$ cat config.mk
export PLATFORM = sky130hd
export DESIGN_NAME = csr_unit
export DESIGN_NICKNAME = d
export VERILOG_FILES = /design/src/rtl/csr_unit.sv
export SDC_FILE = /design/constraint.sdc
export NUM_CORES = 1
export LEC_CHECK = 0
export ABC_AREA = 1
export ABC_CLOCK_PERIOD_IN_PS = 2290
export CAP_MARGIN = 20
export CORE_UTILIZATION = 40
export DETAILED_ROUTE_END_ITERATION = 10
export MAX_ROUTING_LAYER = met4
export PLACE_DENSITY = 0.72
export REMOVE_ABC_BUFFERS = 1
export SYNTH_ARGS = -nofsm -noshare
export SYNTH_HDL_FRONTEND = slang
export SYNTH_SLANG_ARGS = --single-unit
$ cat constraint.sdc
create_clock -name clk -period 2.29 [get_ports clk]
set_input_delay 0.3435 -clock clk [delete_from_list [all_inputs] [get_ports clk]]
set_output_delay 0.3435 -clock clk [all_outputs]
set_load 0.02 [all_outputs]
$ cat src/rtl/csr_unit.sv
// csr_unit: execution stage for Zicsr instructions (CSRRW/CSRRS/CSRRC and
// their immediate forms) that sits in front of the counter CSR file.
//
// It accepts one decoded CSR op over a valid/ready handshake and checks it
// for legality. It reads the CSR, optionally writes it back one cycle later,
// and returns the old value with an illegal-instruction flag for rd
// writeback. It also merges pipeline retirements with its own and drives the
// CSR file's instret increment.
//
// Ports
//   clk, reset            clock, synchronous active-high reset
//   req_valid/req_ready   op handshake (ready only while idle)
//   req_funct3            funct3 of the instruction
//   req_addr              CSR address
//   req_rs1_idx           rs1 field, also the 5-bit uimm
//   req_rs1_val           rs1 register value
//   req_rd_idx            destination register
//   resp_valid/resp_ready result handshake toward writeback
//   resp_rd_idx           latched rd
//   resp_rd_data          old CSR value (0 when illegal)
//   resp_illegal          illegal-instruction exception
//   retire_in             one-cycle pulse per non-CSR retirement
//   csr_addr              CSR file address (combinational read path)
//   csr_write             CSR file op: 00 none, 01 write, 10 set, 11 clear
//   csr_wdata             CSR file write data
//   csr_rdata             CSR file read data
//   inc_instret           CSR file instret increment strobe
module csr_unit #(
  parameter bit ALLOW_COUNTER_WRITE = 1'b1
) (
  input  logic        clk,
  input  logic        reset,
  input  logic        req_valid,
  output logic        req_ready,
  input  logic [2:0]  req_funct3,
  input  logic [11:0] req_addr,
  input  logic [4:0]  req_rs1_idx,
  input  logic [31:0] req_rs1_val,
  input  logic [4:0]  req_rd_idx,
  output logic        resp_valid,
  input  logic        resp_ready,
  output logic [4:0]  resp_rd_idx,
  output logic [31:0] resp_rd_data,
  output logic        resp_illegal,
  input  logic        retire_in,
  output logic [11:0] csr_addr,
  output logic [1:0]  csr_write,
  output logic [31:0] csr_wdata,
  input  logic [31:0] csr_rdata,
  output logic        inc_instret
);

  typedef enum logic [1:0] {
    IDLE   = 2'd0,
    EXEC   = 2'd1,
    COMMIT = 2'd2,
    RESP   = 2'd3
  } state_t;

  state_t      state_r, state_nxt_s;
  logic [2:0]  funct3_r;
  logic [4:0]  rs1_idx_r;
  logic [31:0] rs1_val_r;
  logic [11:0] addr_r;
  logic [4:0]  rd_idx_r;
  logic [1:0]  csr_write_r;
  logic [31:0] csr_wdata_r;
  logic [31:0] rd_data_r;
  logic        illegal_r;
  logic        resp_valid_r;
  logic        req_ready_r;
  logic        inc_r;
  logic [1:0]  pending_r;

  logic [1:0]  op_code_s;
  logic        funct3_ok_s;
  logic        addr_ok_s;
  logic        do_write_s;
  logic        illegal_s;
  logic [31:0] operand_s;
  logic        accept_s;
  logic        fire_s;
  logic [1:0]  write_nxt_s;
  logic [31:0] wdata_nxt_s;
  logic [31:0] rd_data_nxt_s;
  logic        illegal_nxt_s;
  logic [1:0]  events_s;
  logic [2:0]  total_s;
  logic [2:0]  total_m1_s;
  logic [1:0]  pending_nxt_s;
  logic        inc_nxt_s;

  // Decode and legality of the latched op
  always_comb begin
    op_code_s   = 2'b00;
    funct3_ok_s = 1'b1;
    addr_ok_s   = 1'b0;
    // funct3[1:0] selects the operation; funct3[2] only selects the operand
    case (funct3_r[1:0])
      2'b01:   op_code_s = 2'b01;
      2'b10:   op_code_s = 2'b10;
      2'b11:   op_code_s = 2'b11;
      default: begin
        op_code_s   = 2'b00;
        funct3_ok_s = 1'b0;
      end
    endcase
    case (addr_r)
      12'hC00, 12'hC01, 12'hC02,
      12'hC80, 12'hC81, 12'hC82: addr_ok_s = 1'b1;
      default:                   addr_ok_s = 1'b0;
    endcase
    if (funct3_r[2]) begin
      operand_s = {27'd0, rs1_idx_r};
    end else begin
      operand_s = rs1_val_r;
    end
    // Set/clear with rs1 (or uimm) == 0 is a pure read and must not write
    do_write_s = (op_code_s == 2'b01) ||
                 (((op_code_s == 2'b10) || (op_code_s == 2'b11)) && (rs1_idx_r != 5'd0));
    illegal_s  = !funct3_ok_s || !addr_ok_s ||
                 (do_write_s && (ALLOW_COUNTER_WRITE == 1'b0) && (addr_r[11:10] == 2'b11));
  end

  // Next state and next values of the registered outputs
  always_comb begin
    state_nxt_s   = state_r;
    accept_s      = 1'b0;
    fire_s        = 1'b0;
    write_nxt_s   = 2'b00;
    wdata_nxt_s   = csr_wdata_r;
    rd_data_nxt_s = rd_data_r;
    illegal_nxt_s = illegal_r;
    case (state_r)
      IDLE: begin
        if (req_valid) begin
          accept_s      = 1'b1;
          illegal_nxt_s = 1'b0;
          state_nxt_s   = EXEC;
        end else begin
          state_nxt_s   = IDLE;
        end
      end
      EXEC: begin
        illegal_nxt_s = illegal_s;
        if (illegal_s) begin
          rd_data_nxt_s = 32'd0;
          state_nxt_s   = RESP;
        end else if (do_write_s) begin
          rd_data_nxt_s = csr_rdata;
          write_nxt_s   = op_code_s;
          wdata_nxt_s   = operand_s;
          state_nxt_s   = COMMIT;
        end else begin
          rd_data_nxt_s = csr_rdata;
          state_nxt_s   = RESP;
        end
      end
      COMMIT: begin
        state_nxt_s = RESP;
      end
      RESP: begin
        if (resp_ready) begin
          fire_s      = 1'b1;
          state_nxt_s = IDLE;
        end else begin
          state_nxt_s = RESP;
        end
      end
      default: begin
        state_nxt_s = IDLE;
      end
    endcase
  end

  // Retirement merge: at most one instret increment per cycle, backlog of up to 3
  always_comb begin
    events_s   = {1'b0, retire_in} + {1'b0, fire_s & ~illegal_r};
    total_s    = {1'b0, pending_r} + {1'b0, events_s};
    total_m1_s = total_s - 3'd1;
    if (total_s == 3'd0) begin
      inc_nxt_s     = 1'b0;
      pending_nxt_s = 2'd0;
    end else if (total_s > 3'd4) begin
      inc_nxt_s     = 1'b1;
      pending_nxt_s = 2'd3;
    end else begin
      inc_nxt_s     = 1'b1;
      pending_nxt_s = total_m1_s[1:0];
    end
  end

  // FSM state register
  always_ff @(posedge clk) begin
    if (reset) begin
      state_r <= IDLE;
    end else begin
      state_r <= state_nxt_s;
    end
  end

  // Latched request fields, registered outputs and retire backlog
  always_ff @(posedge clk) begin
    if (reset) begin
      funct3_r     <= 3'd0;
      rs1_idx_r    <= 5'd0;
      rs1_val_r    <= 32'd0;
      addr_r       <= 12'd0;
      rd_idx_r     <= 5'd0;
      csr_write_r  <= 2'b00;
      csr_wdata_r  <= 32'd0;
      rd_data_r    <= 32'd0;
      illegal_r    <= 1'b0;
      resp_valid_r <= 1'b0;
      req_ready_r  <= 1'b1;
      inc_r        <= 1'b0;
      pending_r    <= 2'd0;
    end else begin
      if (accept_s) begin
        funct3_r  <= req_funct3;
        rs1_idx_r <= req_rs1_idx;
        rs1_val_r <= req_rs1_val;
        addr_r    <= req_addr;
        rd_idx_r  <= req_rd_idx;
      end
      csr_write_r  <= write_nxt_s;
      csr_wdata_r  <= wdata_nxt_s;
      rd_data_r    <= rd_data_nxt_s;
      illegal_r    <= illegal_nxt_s;
      resp_valid_r <= (state_nxt_s == RESP);
      req_ready_r  <= (state_nxt_s == IDLE);
      inc_r        <= inc_nxt_s;
      pending_r    <= pending_nxt_s;
    end
  end

  // The latched address drives the CSR file directly, so the read in EXEC sees it
  assign csr_addr     = addr_r;
  assign csr_write    = csr_write_r;
  assign csr_wdata    = csr_wdata_r;
  assign req_ready    = req_ready_r;
  assign resp_valid   = resp_valid_r;
  assign resp_rd_idx  = rd_idx_r;
  assign resp_rd_data = rd_data_r;
  assign resp_illegal = illegal_r;
  assign inc_instret  = inc_r;

endmodule

Word-level counts from Yosys, hierarchy flattened
Index checks and enable logic that the tools add are counted.
- register bits: 131
- bits of input ports: 94
- output and inout port bits: 87
- word-level logic and storage cells: 75
- add/subtract/negate cells: 3
- $lt $le $gt $ge: 1
- equality and inequality tests: 17
- muxes and demuxes: 18
- bitwise gates (word level): 5
- reductions and logical operators: 17
- operators with widths (kind ; count):
    $eq 12x12->1 const B ; 6
    $mux 32 ; 2
    $eq 2x2->1 const B ; 7
    $mux 1 ; 11
    $pmux 2 s4 ; 1
    $eq 2x1->1 const B ; 3
    $pmux 2 s3 ; 1
    $reduce_or 6->1 ; 1
    $reduce_bool 5->1 ; 1
    $logic_not 2->1 ; 2
    $mux 2 ; 2
    $not 1->1 ; 4
    $reduce_or 4->1 ; 1
    $add 2x2->3 ; 1
    $gt 3x3->1 const B ; 1
    $logic_not 3->1 ; 1
    $logic_or 1x1->1 ; 3
    $reduce_and 3->1 ; 1
    $reduce_or 3->1 ; 1
    $add 1x1->2 ; 1
    $logic_not 1->1 ; 2
    $ne 2x2->1 const B ; 1
    $pmux 1 s2 ; 1
    $reduce_and 2->1 ; 1
    other kinds (5) ; 5

Logic depth before layout (Yosys ltp)
- depth after elaboration: 10
- depth in mapped cells: 10
- gate-level depth less buffers: 10

Worst setup path after synthesis
Ideal clock, no wire load.
- path type: register -> register
- start point: register illegal_r, in the netlist resp_illegal
- end point: register pending_r[0]
- arrival time: 1.894 ns
- required time: 2.164 ns
- setup slack: 0.270 ns
- stages on the path, launching flop included: 10
- path buffers: 0
- period minus slack after synthesis: 2.020 ns
- cells stage by stage: dfxtp_1 > or3_1 > fa_1 > inv_1 > ha_1 > inv_1 > ha_1 > inv_1 > o21ai_0 > nor2_1
- word-level cells in the longest chain between the ends: 6
- elaborated cells on any way between the ends: 9
- those cells by class: add/sub (3); order compare (1); mux (1); bitwise (2); reduce/logical (2)
- ends and longest elaborated chain (what ; line ; text):
    start: declaration ; 69 ; logic illegal_r;
    start signal: assignment ; 229 ; illegal_r <= illegal_nxt_s;
    $not 1->1 * ; 178 ; events_s = {1'b0, retire_in} + {1'b0, fire_s & ~illegal_r};
    $and 1x1->1 * ; 178 ;
    $add 1x1->2 * ; 178 ;
    $add 2x2->3 * ; 179 ; total_s = {1'b0, pending_r} + {1'b0, events_s};
    $gt 3x3->1, or another cell as far along ; 184 ; end else if (total_s > 3'd4) begin
    $mux 2 / $reduce_or 2->1 (equally long branches) ; n/a ;
    end signal: assignment ; 233 ; pending_r <= pending_nxt_s;
    end: declaration ; 73 ; logic [1:0] pending_r;
Mark *: on every way between the ends. The rest lies on a longest branch, timed or not.
A chain may end at the register's enable or synchronous reset.

Worst setup path in the final report
- start point: register state_r[1]
- end point: register pending_r[0]
- word-level cells in the longest chain between the ends: 7
- elaborated cells on any way between the ends: 10
- those cells by class: add/sub (3); order compare (1); eq/ne (1); mux (2); bitwise (1); reduce/logical (2)
- ends and longest elaborated chain (what ; line ; text):
    start: declaration ; 60 ; state_t state_r, state_nxt_s;
    start signal: assignment ; 198 ; state_r <= state_nxt_s;
    $eq 2x2->1 * ; 134 ; case (state_r)
    $mux 1 * ; 134 ;
    $and 1x1->1 * ; 178 ;
    $add 1x1->2 * ; 178 ;
    $add 2x2->3 * ; 179 ;
    $gt 3x3->1, or another cell as far along ; 184 ;
    $mux 2 / $reduce_or 2->1 (equally long branches) ; n/a ;
Marks and branches as above.

==> flow_metrics.env <==
export IMPL_status="complete, no violations"
export IMPL_hold_class="flip-flop to flip-flop"
export IMPL_path_max_fanout=3
export IMPL_grt_pass1_vias=4636
export IMPL_powerDensity_nw_per_um2=789
export IMPL_drv_slew=0
export IMPL_mostFrequentLayoutCells="clkdlybuf4s50_1, nor2_1, dfxtp_1"
export IMPL_cts_buffer_depth=2
export IMPL_critPathSlowestCell="or3_1"
export IMPL_min_period_ns=2.12
export IMPL_hold_viol_final=0
export IMPL_initial_core_util_pct=41.8
export IMPL_worstPathRequired_ns=2.59
export IMPL_drtPass1Iterations=5
export IMPL_startpoint_type="flip-flop"
export IMPL_dpl_hpwl_um=9090
export IMPL_path_class="flip-flop to flip-flop"
export IMPL_dpl_worst_slack_ns=-0.311
export IMPL_finalNetCount=960
export IMPL_timing_hold_ws_ns=0.447
export IMPL_clockRootBuffer="clkbuf_16"
export IMPL_cts_buffers=17
export IMPL_cts_tree="done"
export IMPL_multi_input_area_um2=2000
export IMPL_pin_count=181
export IMPL_fillers=1075
export IMPL_yosysWarnings=0
export IMPL_synth_seq_cells=131
export IMPL_rows=40
export IMPL_worst_slack_ns=0.170
export IMPL_tightest_slew_ns=0.938
export IMPL_drt_wirelength_per_cell_um=12.8
export IMPL_n_antenna_cell=0
export IMPL_p_leak_uw=0.00317
export IMPL_design_core_area_um2=12300
export IMPL_crit_arrival_ns=2.42
export IMPL_drv_cap=0
export IMPL_die_x_um=115
export IMPL_mostFrequentLayoutCell="clkdlybuf4s50_1"
export IMPL_clock_skew_ns=0.00817
export IMPL_grt_max_degree=87
export IMPL_clk_pin_slew_ns=0.05
export IMPL_clk_latency_ns=0.41
export IMPL_gr_usage_all_layers_pct=21.2
export IMPL_postRouteAntennaNets=0
export IMPL_crit_top_cell="inv_1"
export IMPL_vias_per_cell=4.73
export IMPL_seqCellArea_um2=2620
export IMPL_gp_congestion=0.759
export IMPL_yosysSeqAreaShare_pct=51.2
export IMPL_io_buffers=180
export IMPL_die_area_um2=13300
export IMPL_synth_top_area_share_pct=51.2
export IMPL_syn_inst=702
export IMPL_rsz0062_at_grt="no"
export IMPL_fmax_ghz=0.472
export IMPL_syn_cell_area_um2=5120
export IMPL_syn_area_per_cell_um2=7.30
export IMPL_drive_gt1_share_pct=5.26
export IMPL_slew_headroom_pct=37.5
export IMPL_die_y_um=115
export IMPL_htree_levels=4
export IMPL_finalSetupViolations=0
export IMPL_synth_cell_types=22
export IMPL_cts_hold_buf=0
export IMPL_fin_util_pct=61.7
export IMPL_fin_crit_sh_pct=92.6
export IMPL_path_cells="inv_1, or3_1, fa_1, inv_1, ha_1, inv_1, ha_1, inv_1, o21ai_2, nor2_1"
export IMPL_vias=4927
export IMPL_peakVddDrop_v=0.000351
export IMPL_wirelength_um=13400
export IMPL_cts_sinks=131
export IMPL_grt_overflow_total=0
export IMPL_drc=0
export IMPL_crit_path_end_kind="flip-flop"
export IMPL_grt_pass1_wl_um=21300
export IMPL_cpPeakStageDelay_ns=0.39
export IMPL_drt_iter0_markers=328
export IMPL_cpLargestDelayFamily="adder cells"
export IMPL_yosys_top_cells_area="dfxtp_1, nor2_1, nand2_1"
export IMPL_post_cts_buffers=0
export IMPL_area_delta_synth_final_pct=47.7
export IMPL_crit_buf_inv=4
export IMPL_antenna_found_initial=0
export IMPL_synth_area_leader_cell="dfxtp_1"
per-stage QoR:
step,cells,cell area (um2),power (uW),TNS (ns)
after global placement,1012,7040,3570,-0.631
after CTS,1042,7560,6020,0
final,1042,7570,5970,0
after detailed placement,1012,7040,3610,-0.892
after global routing,1042,7570,6250,0
after floorplan,653,4920,3110,-29.85
synthesized netlist by cell type:
cell type	count
nor2_1	141
dfxtp_1	131
nand4_1	32
o21ai_0	64
nand3_1	5
nor2_2	1
clkinv_1	1
nand4_2	1
buf_4	1
buf_6	1
nor2_4	2
buf_1	1
inv_1	81
clkbuf_1	37
buf_2	9
ha_1	2
fa_1	1
nor3_2	2
nand2_1	112
or3_1	1
inv_2	2
a21oi_1	74
per-layer routing:
metal,global-route usage (%),part of all wire (%),vias to the layer above
met4,8.40,1.6,0
met1,23.8,45,2190
met2,34.2,45,174
met3,7.59,8.4,26
li1,-,-,2537
met5,-,0,-
final cells by class:
class,instances,area share (%)
Clock buffer,24,6.10
Clock inverter,6,0.761
Inverter,84,4.17
Multi-Input combinational cell,438,26.5
Sequential cell,131,34.7
Tap cell,168,2.78
Timing Repair Buffer,191,25.1
state kept, by name, summed over array words and instances (netlist names):
name,flops
rs1_val_r,32
funct3_r,3
rs1_idx_r,5
csr_addr,12
req_ready,1
resp_rd_idx,5
resp_valid,1
csr_wdata,32
csr_write,2
resp_rd_data,32
state_r,2
inc_instret,1
resp_illegal,1
pending_r,2
report_power, final:
group	total (uW)	internal [uW]	switching, uW
combinational	1040	426	615
sequential	2530	2460	72.6
clock	2400	1500	904
total	5970	4380	1590
final timing paths:
| kind | startpoint | to | slack, ns | depth (start not counted) |
|---|---|---|---|---|
| max reg2reg | state_r[1] | pending_r[0] | 0.17 | 10 |
| min | rs1_val_r[0] | rs1_val_r[0] | 0.45 | 2 |
| min reg2reg | rs1_val_r[0] | rs1_val_r[0] | 0.45 | 2 |
| max | state_r[1] | pending_r[0] | 0.17 | 10 |
cell families (layout without fill, tap and decap cells):
logic type	after synthesis	after routing	synth area share (%)
AO/OA/AOI/OAI	138	138	13.5
adder cells (fa/ha/maj)	3	3	0.879
AND/OR/NAND/NOR	297	297	24.3
buffers and inverters	133	305	10.2
flip-flops	131	131	51.2
worst reg2reg max path, stage by stage, from the launching register on:
cell	delay [ns]
dfxtp_1	0.37
inv_1	0.10
or3_1	0.39
fa_1	0.38
inv_1	0.07
ha_1	0.22
inv_1	0.06
ha_1	0.13
inv_1	0.07
o21ai_2	0.17
nor2_1	0.07
repair_timing:
item,in CTS,in global routing
endpoints found under the hold margin,0,0
resized for setup,0,2
endpoints found under the setup margin,0,3
(Power assumes the default switching activity.)
